--- config.mk ---
export PLATFORM = sky130hd
export DESIGN_NAME = gb_timer
export DESIGN_NICKNAME = d
export VERILOG_FILES = /design/src/rtl/gb_timer.sv
export SDC_FILE = /design/constraint.sdc
export NUM_CORES = 1
export LEC_CHECK = 0
export CORE_MARGIN = 4
export CORE_UTILIZATION = 53
export CTS_BUF_LIST = sky130_fd_sc_hd__clkbuf_2
export CTS_CLUSTER_DIAMETER = 120
export DETAILED_ROUTE_END_ITERATION = 12
export PLACE_DENSITY = 0.94
export RECOVER_POWER = 25
export SETUP_SLACK_MARGIN = 0.1
export SKIP_LAST_GASP = 1
export SYNTH_ARGS = -nofsm -noshare
export SYNTH_HDL_FRONTEND = slang
export SYNTH_SLANG_ARGS = --single-unit
--- constraint.sdc ---
create_clock -name clk_in -period 2.1 [get_ports clk_in]
set_input_delay 0.42 -clock clk_in [delete_from_list [all_inputs] [get_ports clk_in]]
set_output_delay 0.42 -clock clk_in [all_outputs]
set_load 0.02 [all_outputs]
--- src/rtl/gb_timer.sv ---
// ---------------------------------------------------------------------------
// gb_timer
//
// Game Boy style programmable timer. TIMA counts falling edges of a tick
// derived from one tap of the upstream system counter (gated by TAC enable).
// On overflow TIMA reloads from TMA and a one-cycle interrupt pulse is raised.
//
// Build option:
//   GB_TIMER_RELOAD_DELAY_EN  defined   : overflow leaves TIMA at 0x00 for one
//                                         cycle (RELOAD state), then loads TMA
//                                         and pulses irq_out. A TIMA write in
//                                         that cycle cancels the reload.
//                             undefined : overflow loads TMA and pulses
//                                         irq_out on the same edge.
//
// Ports:
//   clk_in        in   system clock, rising edge
//   rst_in        in   asynchronous active-high reset
//   div_count_in  in   free-running system count (DIV_WIDTH >= 16)
//   div_rst_out   out  one-cycle pulse clearing the upstream counter
//   wr_en_in      in   register write strobe
//   addr_in       in   0=DIV 1=TIMA 2=TMA 3=TAC
//   wr_data_in    in   write data
//   rd_data_out   out  combinational read data for addr_in
//   irq_out       out  one-cycle overflow interrupt
// ---------------------------------------------------------------------------
module gb_timer #(
    // Width of the upstream counter; values below 16 are not supported.
    parameter int DIV_WIDTH = 16
) (
    input  logic                 clk_in,
    input  logic                 rst_in,
    input  logic [DIV_WIDTH-1:0] div_count_in,
    output logic                 div_rst_out,
    input  logic                 wr_en_in,
    input  logic [1:0]           addr_in,
    input  logic [7:0]           wr_data_in,
    output logic [7:0]           rd_data_out,
    output logic                 irq_out
);

    typedef enum logic [1:0] {
        REG_DIV  = 2'd0,
        REG_TIMA = 2'd1,
        REG_TMA  = 2'd2,
        REG_TAC  = 2'd3
    } reg_sel_e;

`ifdef GB_TIMER_RELOAD_DELAY_EN
    typedef enum logic {
        IDLE   = 1'b0,
        RELOAD = 1'b1
    } state_e;

    state_e state_q, state_d;
`endif

    logic [7:0] tima_q, tima_d;
    logic [7:0] tma_q, tma_d;
    logic [2:0] tac_q, tac_d;
    logic       tick_q;
    logic       irq_q, irq_d;
    logic       div_rst_q, div_rst_d;

    logic       tap;
    logic       tick;
    logic       fall;
    logic       wr_tima;
    logic [7:0] tima_inc;

    // Only a handful of counter bits are observed; the rest are intentionally
    // ignored.
    logic       unused_div_bits;
    assign unused_div_bits = ^div_count_in;

    // -----------------------------------------------------------------------
    // Tick generation
    // -----------------------------------------------------------------------
    // NOTE: every signal assigned in a combinational block gets a default
    // before any branch, so no path leaves it unassigned and no latch appears.
    always_comb begin
        tap = 1'b0;
        case (tac_q[1:0])
            2'b00:   tap = div_count_in[9];
            2'b01:   tap = div_count_in[3];
            2'b10:   tap = div_count_in[5];
            default: tap = div_count_in[7];
        endcase
    end

    assign tick = tac_q[2] & tap;

    // A falling tick is seen whatever caused it: counter reset, disable, or a
    // rate change all count, matching the original hardware's glitch.
    assign fall    = tick_q & ~tick;
    assign wr_tima = wr_en_in && (addr_in == REG_TIMA);
    assign tima_inc = tima_q + 8'd1;

    // -----------------------------------------------------------------------
    // Next-state logic
    // -----------------------------------------------------------------------
    always_comb begin
        tma_d     = tma_q;
        tac_d     = tac_q;
        tima_d    = tima_q;
        irq_d     = 1'b0;
        div_rst_d = 1'b0;
`ifdef GB_TIMER_RELOAD_DELAY_EN
        state_d   = state_q;
`endif

        // DIV is not stored here; a write only asks upstream to clear.
        if (wr_en_in && (addr_in == REG_DIV)) div_rst_d = 1'b1;
        if (wr_en_in && (addr_in == REG_TMA)) tma_d     = wr_data_in;
        if (wr_en_in && (addr_in == REG_TAC)) tac_d     = wr_data_in[2:0];

`ifdef GB_TIMER_RELOAD_DELAY_EN
        case (state_q)
            IDLE: begin
                // A CPU write beats a coincident increment.
                if (wr_tima) begin
                    tima_d = wr_data_in;
                end else if (fall) begin
                    if (tima_q == 8'hFF) begin
                        tima_d  = 8'h00;
                        state_d = RELOAD;
                    end else begin
                        tima_d = tima_inc;
                    end
                end
            end
            RELOAD: begin
                state_d = IDLE;
                if (wr_tima) begin
                    // Written value sticks; reload and interrupt are cancelled.
                    tima_d = wr_data_in;
                end else begin
                    // tma_d so a TMA write in this same cycle is picked up.
                    tima_d = tma_d;
                    irq_d  = 1'b1;
                end
            end
            default: state_d = IDLE;
        endcase
`else
        if (wr_tima) begin
            tima_d = wr_data_in;
        end else if (fall) begin
            if (tima_q == 8'hFF) begin
                tima_d = tma_d;
                irq_d  = 1'b1;
            end else begin
                tima_d = tima_inc;
            end
        end
`endif
    end

    // -----------------------------------------------------------------------
    // State registers
    // -----------------------------------------------------------------------
    // NOTE: sequential state uses non-blocking assignments so every flop
    // samples pre-edge values regardless of statement order.
    always_ff @(posedge clk_in or posedge rst_in) begin
        if (rst_in) begin
            tima_q    <= 8'h00;
            tma_q     <= 8'h00;
            tac_q     <= 3'b000;
            tick_q    <= 1'b0;
            irq_q     <= 1'b0;
            div_rst_q <= 1'b0;
`ifdef GB_TIMER_RELOAD_DELAY_EN
            state_q   <= IDLE;
`endif
        end else begin
            tima_q    <= tima_d;
            tma_q     <= tma_d;
            tac_q     <= tac_d;
            tick_q    <= tick;
            irq_q     <= irq_d;
            div_rst_q <= div_rst_d;
`ifdef GB_TIMER_RELOAD_DELAY_EN
            state_q   <= state_d;
`endif
        end
    end

    // -----------------------------------------------------------------------
    // Outputs
    // -----------------------------------------------------------------------
    always_comb begin
        rd_data_out = 8'h00;
        case (addr_in)
            REG_DIV:  rd_data_out = div_count_in[15:8];
            REG_TIMA: rd_data_out = tima_q;
            REG_TMA:  rd_data_out = tma_q;
            default:  rd_data_out = {5'b11111, tac_q};
        endcase
    end

    assign irq_out     = irq_q;
    assign div_rst_out = div_rst_q;

endmodule

* Yosys cells after proc, flatten, opt, wreduce, memory -nomap -nowiden *
Cells that the tools add are included.

storage, ports and cells
  register bits after elaboration = 22
  latch bits = 0
  bits in writable memories = 0
  ROM bits = 0
  input bits = 29
  output and inout bits = 10
  logic and storage cells = 33
  memories = 0

cells by class
  add/sub/neg operators = 1
  multiply operators = 0
  div/mod/pow operators = 0
  $lt $le $gt $ge = 0
  equality and inequality tests = 6
  shift operators = 0
  multiplexer cells = 10
  bitwise operators = 3
  reduce and logical (&&, ||, !) cells = 7

operator list
  cell                                                             count
  8-bit 2-to-1 mux                                                 4
  8-bit one-hot mux with 3 select lines                            1
  8-bit by 1-bit adder with 8-bit output, second input constant    1
  8-bit == test, second input constant                             1
  2-bit == test, second input constant                             3
  2-bit by 1-bit == test with 1-bit output, second input constant  2
  1-bit logical AND                                                4
  2-bit logical NOT                                                2
  1-bit 2-to-1 mux                                                 4
  1-bit one-hot mux with 3 select lines                            1
  1-bit bitwise AND                                                2
  2-bit nonzero test                                               1
  1-bit NOT                                                        1

* Longest topological paths before layout *
Gate-level depths: netlist (run 1).

  word-level depth = 7
  depth in mapped cells = 7
  depth with buffers taken out = 5

* Worst setup path after synthesis (run 1) *
OpenSTA, ideal clock, no wires.

  path kind = input to output
  start = in addr_in[0]
  end = out rd_data_out[4]
  arrival time = 1.359 ns
  data required time = 1.680 ns
  slack = 0.321 ns
  cell stages on the path = 4
  buffers on the path = 2
  path through = buf_2 buf_2 mux2_2 o22a_1

on the way
  longest elaborated chain between the ends = 2
  elaborated cells on any way between the ends = 4

RTL lines
  item                                         line  source
  from (decl)                                  36    input logic [1:0] addr_in,
  2-bit == test, or another cell as far along  193   case (addr_in)
  8-bit one-hot mux with 3 select lines *      193
  to (decl)                                    38    output logic [7:0] rd_data_out,

Mark *: on every way between the ends. The rest lies on a longest branch, timed or not.

* Final worst setup path (run 1) *
  start = reg tima_q[7]
  end = out rd_data_out[7]

on the way
  longest elaborated chain between the ends = 1

RTL lines
  item                                   line  source
  from (decl)                            58    logic [7:0] tima_q, tima_d;
  from (signal assigned)                 176   tima_q <= tima_d;
  8-bit one-hot mux with 3 select lines  193

Every way passes these cells.

==> metrics.md, run 1 <==
| Metric | Value |
|---|---|
| Status | `completed` |
| Ports | `39` |
| Worst-Margin Slew | `around 1.2 ns` |
| Std cell rows | `18` |
| Reg clk slew, reported paths | `about 0.22 ns` |
| Final Cell Area | `1880 sq um` |
| Post-Syn Instances | `between 100 and 150` |
| Power Density | `740 nW/um^2` |
| Reg-to-reg setup timing slack | `roughly 0.39 ns` |
| DRT Wirelength | `around 4.0 mm` |
| Worst Setup Path Type | `reg -> out` |
| Initial Utilization | `a little under three fifths` |
| Clock network power share | `11.8%` |
| Reg2reg end | `tima_q[3]$_DFFE_PP0P_` |
| CP Data Arrival Time | `about 1.5 ns` |
| TritonRoute pass-1 iters | `6` |
| Hpwl dp | `2.88 mm` |
| Total Routing Usage GR | `about a quarter` |
| Non-Filler Instances | `200` |
| Sw Pwr | `~0.53 mW` |
| Grt met3 use | `roughly 2.8%` |
| Final Core Density | `about three quarters` |
| Input/output buffers | `33` |
| H-tree levels | `1` |
| DP Worst Slack | `-0.502 ns` |
| Req. time, crit path | `approximately 1.7 ns` |
| CTS sink cnt | `22` |
| #FFs+latches synth | `22` |
| Ant. Diodes | `0` |
| Core Box Area | `between 2000 and 2500 sq um` |
| First-pass GRT wire length | `about 6.4 mm` |
| Fin crit share | `93.0%` |
| Leak | `between 0.8 and 0.9 nW` |
| Critical Path Fanout Max | `6` |
| Vias in the first global route | `approximately 1400` |
| Register area share after synthesis | `around two fifths` |
| Worst min path class | `in -> reg` |
| Setup violators final | `0` |
| Crit path launch | `tima_q[7]$_DFFE_PP0P_` |
| Die Y | `approximately 60 um` |
| Num CTS Buffers | `3` |
| Clock buffer depth | `2` |
| Placed Area | `1840 sq um` |
| Synth warn | `0` |
| Iteration-0 DRC Markers | `73` |
| Crit start category | `flip-flop` |
| GR peak layer | `met2` |
| GP Congestion | `roughly 0.9` |
| Gate power share | `a little over two fifths` |
| Mapped cell area | `approximately 1400 sq um` |
| Post-DR vias/cell | `~6.6` |
| Met1 Resource Use GR | `~29%` |
| Syn_nets | `roughly 160` |
| Setup crit end | `rd_data_out[7]` |
| Distinct cells, synth | `between 40 and 50` |
| Slew HR | `roughly 17%` |
| Crit. End Element | `primary output` |
| Number of max-cap violations | `0` |
| Post-CTS Hold Fix Bufs | `0` |
| Hold slack | `between 0.5 and 0.6 ns` |
| Max-slew violation count | `0` |
| Power Internal | `just under 0.9 mW` |
| Crit Reg-Reg Startpoint | `tima_q[0]$_DFFE_PP0P_` |
| Reg2reg path depth | `5` |
| Vias post-DR | `roughly 1300` |
| Detail Route Antenna Nets | `0` |
| Clock latency on the worst-skew pair | `0.34 ns` |
| Layout cells sized above 1 | `between 20 and 30%` |
| Clock Root Buffer | `clkbuf_2` |
| Die Wd | `just under 60 um` |
| Initial antenna violation count | `0` |
| Synth-to-Final Area Change | `36.0%` |
| Fmax | `slightly above 500 MHz` |
| Mean Syn Cell Area | `~11 sq um` |
| Fin nets | `approximately 200` |
| Worst setup margin | `between 0.1 and 0.15 ns` |
| RSZ-0062 raised after global routing | `true` |
| Cell total after placement | `roughly 200` |
| Post-Route Skew | `0.0286 ns` |
| Tmin final | `roughly 2.0 ns` |
| Grt met2 use | `43.2%` |
| Residual DRC | `0` |
| Seq pwr share | `about 45%` |
| GR Overflow Total | `0` |
| Final Hold Fails | `0` |
| CTS tree | `done` |
| Peak VDD IR | `approximately 0.52 mV` |
| Die area | `approximately 3500 sq um` |
| Detail-routed net length per standard cell | `20.0 um` |
| Switching share of power | `between 30 and 40%` |
| Largest net degree at the start of global routing | `23` |
layout make-up:
type	count	area, sq um
fillers	147	597
clock buffers	3	15.0
repair buffers	48	477
well taps	30	37.5
multi-input cells	94	787
inverters	3	11.3
flip-flops and latches	22	553
cell usage after synthesis (all sizes together):
cell type,instances,share of area [%]
dfrtp,22,40
mux2,14,12
nand2,12,3.3
buf,7,2.4
mux2i,7,5.1
nor2,7,1.9
o21ai,6,2.2
o22a,5,3.2
a211oi,3,2.4
a2bb2oi,3,1.9
inv,3,0.81
mux4,3,5.2
nand3,3,1.1
o31ai,3,1.6
a21oi,2,0.72
a41oi,2,1.3
and3,2,0.90
and3b,2,1.3
nand2b,2,0.90
nand3b,2,2.0
a211o,1,0.63
a21boi,1,0.54
a21o,1,0.54
a221o,1,0.72
a22oi,1,0.54
and4b,1,0.72
ha,1,0.90
nand4,1,0.45
nor3,1,0.36
nor3b,1,0.54
nor4,1,0.90
o221a,1,0.81
o221ai,1,1.1
o22ai,1,0.45
o31a,1,0.63
xor2,1,0.63
what timing repair did:
action                     in CTS  in global routing
setup endpoints to repair       8                  3
cloned                          1                  0
gates resized for setup        31                  3
buffers inserted                1                  0
metrics by stage:
stage,TNS (ns),total power [mW]
after global routing,0,1.47
after global placement,-3.77,1.18
after floorplan,0,0.988
after detailed placement,-4.35,1.22
final,0,1.39
after CTS,0,1.38
flip-flops by register name (all words and copies together), names as in the netlist:
name / count
tac_q: 3
irq_out: 1
div_rst_out: 1
tick_q: 1
tima_q: 8
tma_q: 8
per-layer routing:
| metal | wire (um) | vias to the layer above |
|---|---|---|
| li1 | - | 577 |
| met1 | 1500 | 628 |
| met3 | 342 | 15 |
| met2 | 2020 | 99 |
| met5 | 0 | - |
| met4 | 138 | 0 |
cell usage in the layout, fill, tap and decap left out, types with 2 or more instances in the layout:
cell	instances
a2bb2oi_1	3
clkdlybuf4s50_1	22
nand3_1	3
dfrtp_2	2
nor2_1	7
o21ai_1	3
clkdlybuf4s15_2	5
o22a_1	5
inv_1	3
and3_1	2
dfrtp_1	20
buf_12	2
mux4_2	2
buf_4	12
nand2b_1	2
o21ai_0	3
buf_2	2
a41oi_1	2
mux2i_1	7
and3b_1	2
mux2_2	12
o31ai_1	3
a21oi_1	2
clkbuf_2	4
nand2_1	12
a211oi_2	2
critical path, cell delays in order, from the launching register on:
cell and delay, ns:
dfrtp_2 0.50, mux2_2 0.27, o22a_1 0.17, clkdlybuf4s15_2 0.25
power by group through the flow:
| stage | logic (mW) | clock network (mW) | registers [mW] |
|---|---|---|---|
| after floorplan | 0.391 | 0 | 0.596 |
| final | 0.605 | 0.165 | 0.623 |
| after global routing | 0.652 | 0.181 | 0.634 |
| after global placement | 0.563 | 0 | 0.614 |
| after detailed placement | 0.597 | 0 | 0.623 |
| after CTS | 0.598 | 0.165 | 0.614 |
how the worst min path moves through the flow:
stage,startpoint,to,slack (ns),cells after the start
after floorplan,rst_in,div_rst_out$_DFF_PP0_,0.41,1
after global placement,tma_q[4]$_DFF_PP0_,tma_q[4]$_DFF_PP0_,0.50,1
after detailed placement,tma_q[2]$_DFF_PP0_,tma_q[2]$_DFF_PP0_,0.52,1
after CTS,rst_in,tma_q[3]$_DFF_PP0_,0.39,3
after global routing,addr_in[0],div_rst_out$_DFF_PP0_,0.52,3
final,addr_in[0],div_rst_out$_DFF_PP0_,0.54,3
cells by family (layout without fill, tap and decap cells):
kind of cell,count (synthesis),count (layout),share of synthesized area (%)
AND/OR/NAND/NOR,35,35,14.3
AO/OA/AOI/OAI,33,33,19.2
multiplexers,24,24,21.9
flip-flops,22,22,39.8
buffers and inverters,10,54,3.26
adder cells (fa/ha/maj),1,1,0.905
XOR/XNOR,1,1,0.634
(Power assumes the default switching activity.)
==> run 2, diff against run 1 <==
==> constraint.sdc (replaced) <==
create_clock -name clk_in -period 2.1 [get_ports clk_in]
set_input_delay 0.21 -clock clk_in [delete_from_list [all_inputs] [get_ports clk_in]]
set_output_delay 0.21 -clock clk_in [all_outputs]
set_load 0.02 [all_outputs]
==> run 2 against run 1 <==
Non-clock buffer count shrank 7; critical path depth grew 2; flip-flop and latch count is the same; worst setup slack lost 0.0095 ns; final cell count shrank 3.0%; clock power grew 13%; power shrank 2.1%; routed wire length shrank 7.8%; largest power group unchanged.
==> metrics.md, run 2 (synthesis results as in run 1) <==
| Metric | Value |
|---|---|
| Die area | `3490 sq um (unchanged)` |
| Die Y | `59.1 um (unchanged)` |
| Layout cells sized above 1 | `18.9% (-9.9 points)` |
| Initial antenna violation count | `0 (unchanged)` |
| Slew HR | `16.9% (+0.14 points)` |
| Power Internal | `0.839 mW (-3.0%)` |
| Power Total | `1.36 mW (-2.1%)` |
| Worst min path class | `in -> reg` |
| Hold path endpoint | `tima_q[2]$_DFFE_PP0P_` |
| Detail Route Antenna Nets | `0 (unchanged)` |
| Largest net degree at the start of global routing | `23 (unchanged)` |
| Slowest-stage cell, CP | `clkdlybuf4s50_1` |
| Synth-to-Final Area Change | `28.9%` |
| Clock network power share | `13.7% (+1.9 points)` |
| Req. time, crit path | `1.89 ns (+0.21 ns)` |
| Crit Reg-Reg Startpoint | `tima_q[0]$_DFFE_PP0P_` |
| First-pass GRT wire length | `6.30 mm (-1.2%)` |
| Setup violators final | `0 (unchanged)` |
| Post-CTS Hold Fix Bufs | `0 (unchanged)` |
| Fin Setup TNS | `0 ns (unchanged)` |
| # resized after CTS | `8 (-74%)` |
| Final Hold Fails | `0 (unchanged)` |
| Core Box Area | `2480 sq um (unchanged)` |
| Leak | `0.758 nW (-6.5%)` |
| Sw Pwr | `0.523 mW (-0.74%)` |
| Worst-Margin Slew | `1.25 ns (-0.00202 ns)` |
| Seq pwr share | `45.9% (+1.2 points)` |
| Input/output buffers | `33 (unchanged)` |
| Vias post-DR | `1216 (-7.8%)` |
| Clock latency on the worst-skew pair | `0.36 ns (+0.02 ns)` |
| Hpwl dp | `2.82 mm (-2.2%)` |
| CTS sink cnt | `22 (unchanged)` |
| Iteration-0 DRC Markers | `66 (-9.6%)` |
| Gate power share | `40.4% (-3.0 points)` |
| CTS tree | `done` |
| Worst Setup Path Type | `in -> out` |
| Vias in the first global route | `1300 (-4.6%)` |
| DRT Wirelength | `3.69 mm (-7.8%)` |
| Ant. Diodes | `0 (unchanged)` |
| Switching share of power | `38.4% (+0.53 points)` |
| Most common cell after layout, fill and taps aside | `clkdlybuf4s50_1` |
| Post-CTS Setup Inserts | `0 (-1)` |
| Max-slew violation count | `0 (unchanged)` |
| Crit path launch | `addr_in[0]` |
| Residual DRC | `0 (unchanged)` |
| Crit start category | `primary input` |
| GR Overflow Total | `0 (unchanged)` |
| Num CTS Buffers | `3 (unchanged)` |
| Critical path buffers and inverters | `3 (+2)` |
| Fmax | `510 MHz (-0.49%)` |
| Number of max-cap violations | `0 (unchanged)` |
| Final Core Density | `71.9% (-4.0 points)` |
| GP Congestion | `0.885 (-1.4%)` |
| Initial Utilization | `55.8% (unchanged)` |
| Biggest regs | `tima_q x8, tma_q x8, tac_q x3` |
| Power Density | `765 nW/um^2 (+3.3%)` |
| Total Routing Usage GR | `23.7% (-0.79 points)` |
| Status | `completed` |
| RSZ-0062 raised after global routing | `false` |
| Clock buffer depth | `2 (unchanged)` |
| Reg clk slew, reported paths | `0.24 ns (+0.02 ns)` |
| TritonRoute pass-1 iters | `4 (-2)` |
| CP top delay family | `buffers and inverters` |
| Std cell rows | `18 (unchanged)` |
| Clock Root Buffer | `clkbuf_2` |
| Post-DR vias/cell | `6.27 (-5.0%)` |
| Reg2reg path depth | `5 (unchanged)` |
| Fin nets | `195 (-3.5%)` |
| Detail-routed net length per standard cell | `19.0 um (-4.9%)` |
| Largest stage delay, worst path | `0.53 ns (+0.03 ns)` |
| Crit. End Element | `primary output` |
| Die Wd | `59.1 um (unchanged)` |
| Most frequent cells in the layout | `24 x clkdlybuf4s50_1, 22 x dfrtp_1, 12 x mux2_2, 12 x nand2_1, 8 x dlygate4sd2_1` |
| Reg-to-reg setup timing slack | `0.40 ns (about the same)` |
| CP Data Arrival Time | `1.75 ns (+0.22 ns)` |
| Peak VDD IR | `0.592 mV (+13%)` |
| Worst path cell trace | `clkdlybuf4s50_1 > buf_4 > mux2_2 > o22a_1 > dlygate4sd2_1` |
| Reg2reg end | `tima_q[3]$_DFFE_PP0P_` |
| Post-Route Skew | `0.0170 ns (-0.0115 ns)` |
| Fin crit share | `93.4% (+0.45 points)` |
| Hold path start | `wr_data_in[2]` |
| Tmin final | `1.96 ns (+0.00953 ns)` |
| Critical Path Fanout Max | `8 (+2)` |
| Worst hold stages | `3 (unchanged)` |
| Ports | `39 (unchanged)` |
| H-tree levels | `1 (unchanged)` |
==> run 2: final cells by class <==
type                       instances  area [sq um]
sequential                        22           551
clock buffer                       3          15.0
multi-input combinational         94           787
tap                               30          37.5
timing repair buffer              41           377
clock inverter                     1          3.75
fill                             181           696
inverter                           3          11.3
==> run 2: worst register-to-register path, cell delays in order, from the launching register on <==
cell     delay, ns
dfrtp_1       0.48
ha_1          0.23
nand4_1       0.25
nor2_1        0.33
mux2i_1       0.24
o21ai_1       0.07
==> run 2: routing by layer <==
metal | vias up | global-route usage, % | share of wire, %
met5 | - | 0 | 0
met4 | 0 | 8.41 | 2.0
met3 | 7 | 2.18 | 3.8
met2 | 33 | 42.9 | 54
met1 | 618 | 29.2 | 41
li1 | 558 | - | -
==> run 2: power groups by stage <==
| stage | logic, mW | registers, mW | clock network [mW] |
|---|---|---|---|
| final | 0.550 | 0.625 | 0.187 |
| after global placement | 0.540 | 0.620 | 0 |
| after detailed placement | 0.570 | 0.629 | 0 |
| after floorplan | 0.391 | 0.596 | 0 |
| after CTS | 0.551 | 0.620 | 0.184 |
| after global routing | 0.601 | 0.642 | 0.196 |
==> run 2: metrics by stage <==
| step | instance area (sq um) | hold slack [ns] | setup slack (ns) | instances |
|---|---|---|---|---|
| 6_report | 1780 | 0.434 | 0.138 | 194 |
| 5_1_grt | 1780 | 0.458 | 0.102 | 194 |
| 4_1_cts | 1790 | 0.165 | 0.140 | 194 |
| 3_5_place_dp | 1780 | 0.511 | -0.0780 | 190 |
| 3_3_place_gp | 1780 | 0.499 | -0.0759 | 190 |
| 2_1_floorplan | 1380 | 0.199 | 0.687 | 126 |
==> run 2: how the worst max path moves through the flow <==
stage                                        to  slack (ns)  depth (start not counted)
after detailed placement         rd_data_out[7]       -0.08                          5
after global routing             rd_data_out[4]        0.10                          5
after CTS                        rd_data_out[7]        0.14                          5
after global placement           rd_data_out[4]       -0.08                          5
after floorplan           tima_q[7]$_DFFE_PP0P_        0.69                          4
final                            rd_data_out[7]        0.14                          5
==> run 3, diff against run 2 <==
--- a/config.mk
+++ b/config.mk
@@ -5,12 +5,13 @@
 export SDC_FILE = /design/constraint.sdc
 export NUM_CORES = 1
 export LEC_CHECK = 0
+export ABC_AREA = 1
 export CORE_MARGIN = 4
-export CORE_UTILIZATION = 53
+export CORE_UTILIZATION = 45
 export CTS_BUF_LIST = sky130_fd_sc_hd__clkbuf_2
 export CTS_CLUSTER_DIAMETER = 120
 export DETAILED_ROUTE_END_ITERATION = 12
-export PLACE_DENSITY = 0.94
+export PLACE_DENSITY = 0.82
 export RECOVER_POWER = 25
 export SETUP_SLACK_MARGIN = 0.1
 export SKIP_LAST_GASP = 1
==> run 3 against run 2 <==
Sequential share of layout area shrank 2.1 points; global-route usage shrank 5.8 points; first-iteration DRC count grew 1.5%; worst setup slack gained 0.14 ns; synthesized cell count grew 59%; non-clock buffer count grew 4; critical path type unchanged.
==> metrics.md, run 3 <==
| Metric | Value |
|---|---|
| Status | `completed` |
| Peak VDD IR | `0.367 mV (-38%)` |
| Number of max-cap violations | `0 (unchanged)` |
| RSZ-0062 raised after global routing | `false` |
| Post-synth EDFFs | `0 (unchanged)` |
| Worst min path class | `in -> reg` |
| Tmin final | `1.83 ns (-0.136 ns)` |
| Met1 Resource Use GR | `23.0% (-6.2 points)` |
| Max-slew violation count | `0 (unchanged)` |
| Fin nets | `275 (+41%)` |
| DRT Wirelength | `3.53 mm (-4.3%)` |
| CTS sink cnt | `22 (unchanged)` |
| Post-DR vias/cell | `5.00 (-20%)` |
| Ant. Diodes | `0 (unchanged)` |
| Non-Filler Instances | `287 (+48%)` |
| Crit start category | `primary input` |
| Mean Syn Cell Area | `7.36 sq um (-33%)` |
| Register area share after synthesis | `37.4% (-2.4 points)` |
| CP Data Arrival Time | `1.62 ns (-0.13 ns)` |
| #FFs+latches synth | `22 (unchanged)` |
| Critical path's most frequent cell | `o21ai_0` |
| Distinct cells, synth | `32 (-26%)` |
| GR peak layer | `met2` |
| Num CTS Buffers | `3 (unchanged)` |
| Crit Reg-Reg Startpoint | `tima_q[1]$_DFFE_PP0P_` |
| H-tree levels | `1 (unchanged)` |
| Largest net degree at the start of global routing | `23 (unchanged)` |
| Hpwl dp | `2.82 mm (+0.15%)` |
| Vias in the first global route | `1392 (+7.1%)` |
| Reg-to-reg setup timing slack | `0.59 ns (+0.19 ns)` |
| Stages on the worst setup path | `8 (+3)` |
| Initial antenna violation count | `0 (unchanged)` |
| Synth warn | `0 (unchanged)` |
| Core Box Area | `3100 sq um (+25%)` |
| Total Routing Usage GR | `17.9% (-5.8 points)` |
| Crit. End Element | `primary output` |
| Input/output buffers | `33 (unchanged)` |
| Die Wd | `65.2 um (+10%)` |
| Fin Setup TNS | `0 ns (unchanged)` |
| Simple-Gate Fraction of Synth Area | `44.0% (+30 points)` |
| Initial Utilization | `47.4% (-8.4 points)` |
| Die Y | `65.2 um (+10%)` |
| Worst path cell trace | `clkdlybuf4s50_1 > inv_2 > nor2_4 > inv_1 > o21ai_0 > a21oi_1 > o21ai_0 > dlygate4sd2_1` |
| Post-synth top cells | `73 x nand2_1, 27 x nand3_1, 22 x dfrtp_1` |
| Largest area contributor in the netlist | `dfrtp_1` |
| Most frequent cells in the layout | `73 x nand2_1, 27 x nand3_1, 23 x clkdlybuf4s50_1` |
| Die area | `4250 sq um (+22%)` |
| Worst Setup Path Type | `in -> out` |
| Post-synthesis adder-cell area fraction | `0.850% (-0.055 points)` |
| Crit path launch | `addr_in[0]` |
| Final Hold Fails | `0 (unchanged)` |
| Slew HR | `20.5% (+3.7 points)` |
| Top cells by area, synth | `dfrtp_1 37%, nand2_1 19%, nand3_1 9.2%` |
| Fin crit share | `87.0% (-6.5 points)` |
| Clock latency on the worst-skew pair | `0.32 ns (-0.04 ns)` |
| Synth-to-Final Area Change | `30.0%` |
| Post-Syn Instances | `200 (+59%)` |
| Top_reg_cell synth | `dfrtp_1` |
| Xor/xnor share of the synthesized area | `1.19% (+0.56 points)` |
| Clock buffer depth | `2 (unchanged)` |
| Critical path buffers and inverters | `4 (+1)` |
| Slowest-stage cell, CP | `clkdlybuf4s50_1` |
| Hold path start | `wr_data_in[1]` |
| Count leader, synth | `nand2_1` |
| Layout cells sized above 1 | `18.1% (-0.80 points)` |
| Mapped cell area | `1470 sq um (+6.4%)` |
| Post-CTS Hold Fix Bufs | `0 (unchanged)` |
| Syn_nets | `230 (+47%)` |
| Ports | `39 (unchanged)` |
| Most common cell after layout, fill and taps aside | `nand2_1` |
| Setup crit end | `rd_data_out[0]` |
| Reg2reg end | `tima_q[3]$_DFFE_PP0P_` |
| Worst hold stages | `3 (unchanged)` |
| Setup violators final | `0 (unchanged)` |
| Worst-Margin Slew | `1.19 ns (-0.0554 ns)` |
| Leak | `0.961 nW (+27%)` |
| Share of the synthesized area in the top cell type | `37.4% (-2.4 points)` |
| Reg2reg path depth | `9 (+4)` |
| Reg clk slew, reported paths | `0.20 ns (-0.04 ns)` |
| Critical Path Fanout Max | `5 (-3)` |
| First-pass GRT wire length | `6.11 mm (-3.1%)` |
| Iteration-0 DRC Markers | `67 (+1.5%)` |
| Detail-routed net length per standard cell | `12.3 um (-35%)` |
| TritonRoute pass-1 iters | `4 (unchanged)` |
| Biggest regs | `tima_q x8, tma_q x8, tac_q x3` |
| Req. time, crit path | `1.89 ns (about the same)` |
| Clock Root Buffer | `clkbuf_2` |
| CTS tree | `done` |
| Compound-Gate Fraction of Synth Area | `7.91% (-11 points)` |
| Residual DRC | `0 (unchanged)` |
| Std cell rows | `20 (+2)` |
| Fmax | `548 MHz (+7.4%)` |
| CP top delay family | `buffers and inverters` |
| GP Congestion | `0.856 (-3.3%)` |
| Largest stage delay, worst path | `0.55 ns (+0.02 ns)` |
| GR Overflow Total | `0 (unchanged)` |
| Main combinational cell family by area after synthesis | `simple AND/OR/NAND/NOR gates` |
| Mux cell area share after synthesis | `1.02% (-21 points)` |
| Detail Route Antenna Nets | `0 (unchanged)` |
| Cell total after placement | `284 (+49%)` |
| Post-Route Skew | `0.00987 ns (-0.00716 ns)` |
| Grt met3 use | `2.74% (+0.56 points)` |
| Async S/R FF share, synth | `100% (unchanged)` |
| Grt met2 use | `30.8% (-12 points)` |
| Power Density | `767 nW/um^2 (+0.27%)` |
| Vias post-DR | `1435 (+18%)` |
| Filler cells | `310 (+71%)` |
==> run 3: cell count changes in the layout (fill, tap and decap cells not counted), sizes merged, moves of 7 or more <==
cell,change
inv,+14
mux2,-13
mux2i,-7
nand2,+71
nand3,+30
o21ai,+7
==> run 3: worst reg2reg max path, cell delays in order, from the launching register on <==
cell and delay (ns):
dfrtp_1 0.48, ha_1 0.23, nand2_2 0.09, nor2_2 0.18
nand2_4 0.11, clkinv_2 0.11, nand2_1 0.06, nand2_1 0.07
nand2_1 0.06, nand3_1 0.07
==> run 3: worst min path at each step <==
stage                            endpoint  slack, ns
global placement       tma_q[0]$_DFF_PP0_       0.48
detailed placement     tma_q[5]$_DFF_PP0_       0.49
floorplan           div_rst_out$_DFF_PP0_       0.20
finish              tima_q[1]$_DFFE_PP0P_       0.47
CTS                      tick_q$_DFF_PP0_       0.20
global route           tma_q[5]$_DFF_PP0_       0.46
==> run 3: power breakdown <==
group	switching [mW]	total, mW	internal [mW]
logic	0.368	0.643	0.276
clock network	0.124	0.163	0.0389
registers	0.126	0.660	0.534
total	0.618	1.47	0.849
==> run 3: per-layer routing <==
layer  routed length, um  vias to the layer above  share of wire, %
met3                 246                        6               7.0
met1                1560                      648                44
met4                  57                        0               1.6
met2                1670                       50                47
li1                    -                      731                 -
met5                   0                        -                 0
==> run 3: cell type report <==
cell class / instances / area (sq um) / share of cell area [%]
multi-input cells: 155 / 812 / 42.4
flip-flops and latches: 22 / 551 / 28.8
repair buffers: 45 / 409 / 21.4
inverters: 18 / 71.3 / 3.73
well taps: 44 / 55.1 / 2.88
clock buffers: 3 / 15.0 / 0.785
==> run 3: through the flow <==
step / total power [mW] / setup WS [ns] / cell area, sq um / utilization (%) / hold WS [ns]
after floorplan: 1.10 / 0.818 / 1470 / - / 0.199
after global placement: 1.31 / -0.0560 / 1910 / 61.5 / 0.482
after detailed placement: 1.33 / -0.0862 / 1910 / 61.5 / 0.488
after CTS: 1.47 / 0.116 / 1910 / 61.6 / 0.198
after global routing: 1.59 / 0.168 / 1910 / 61.7 / 0.460
final: 1.47 / 0.274 / 1910 / 61.7 / 0.473
==> run 3: what timing repair did <==
action / in CTS / in global routing
setup endpoints to repair: 8 / 1
endpoints found under the hold margin: 0 / 0
setup buffers: 0 / 0
gates resized for setup: 8 / 2
==> run 3: logic make-up (layout without fill, tap and decap cells) <==
family          after synthesis  after routing
compound gates               19             19
xor+xnor                      2              2
fa+ha+maj                     1              1
buf+inv                      23             66
flops                        22             22
mux                           1              1
simple gates                132            132
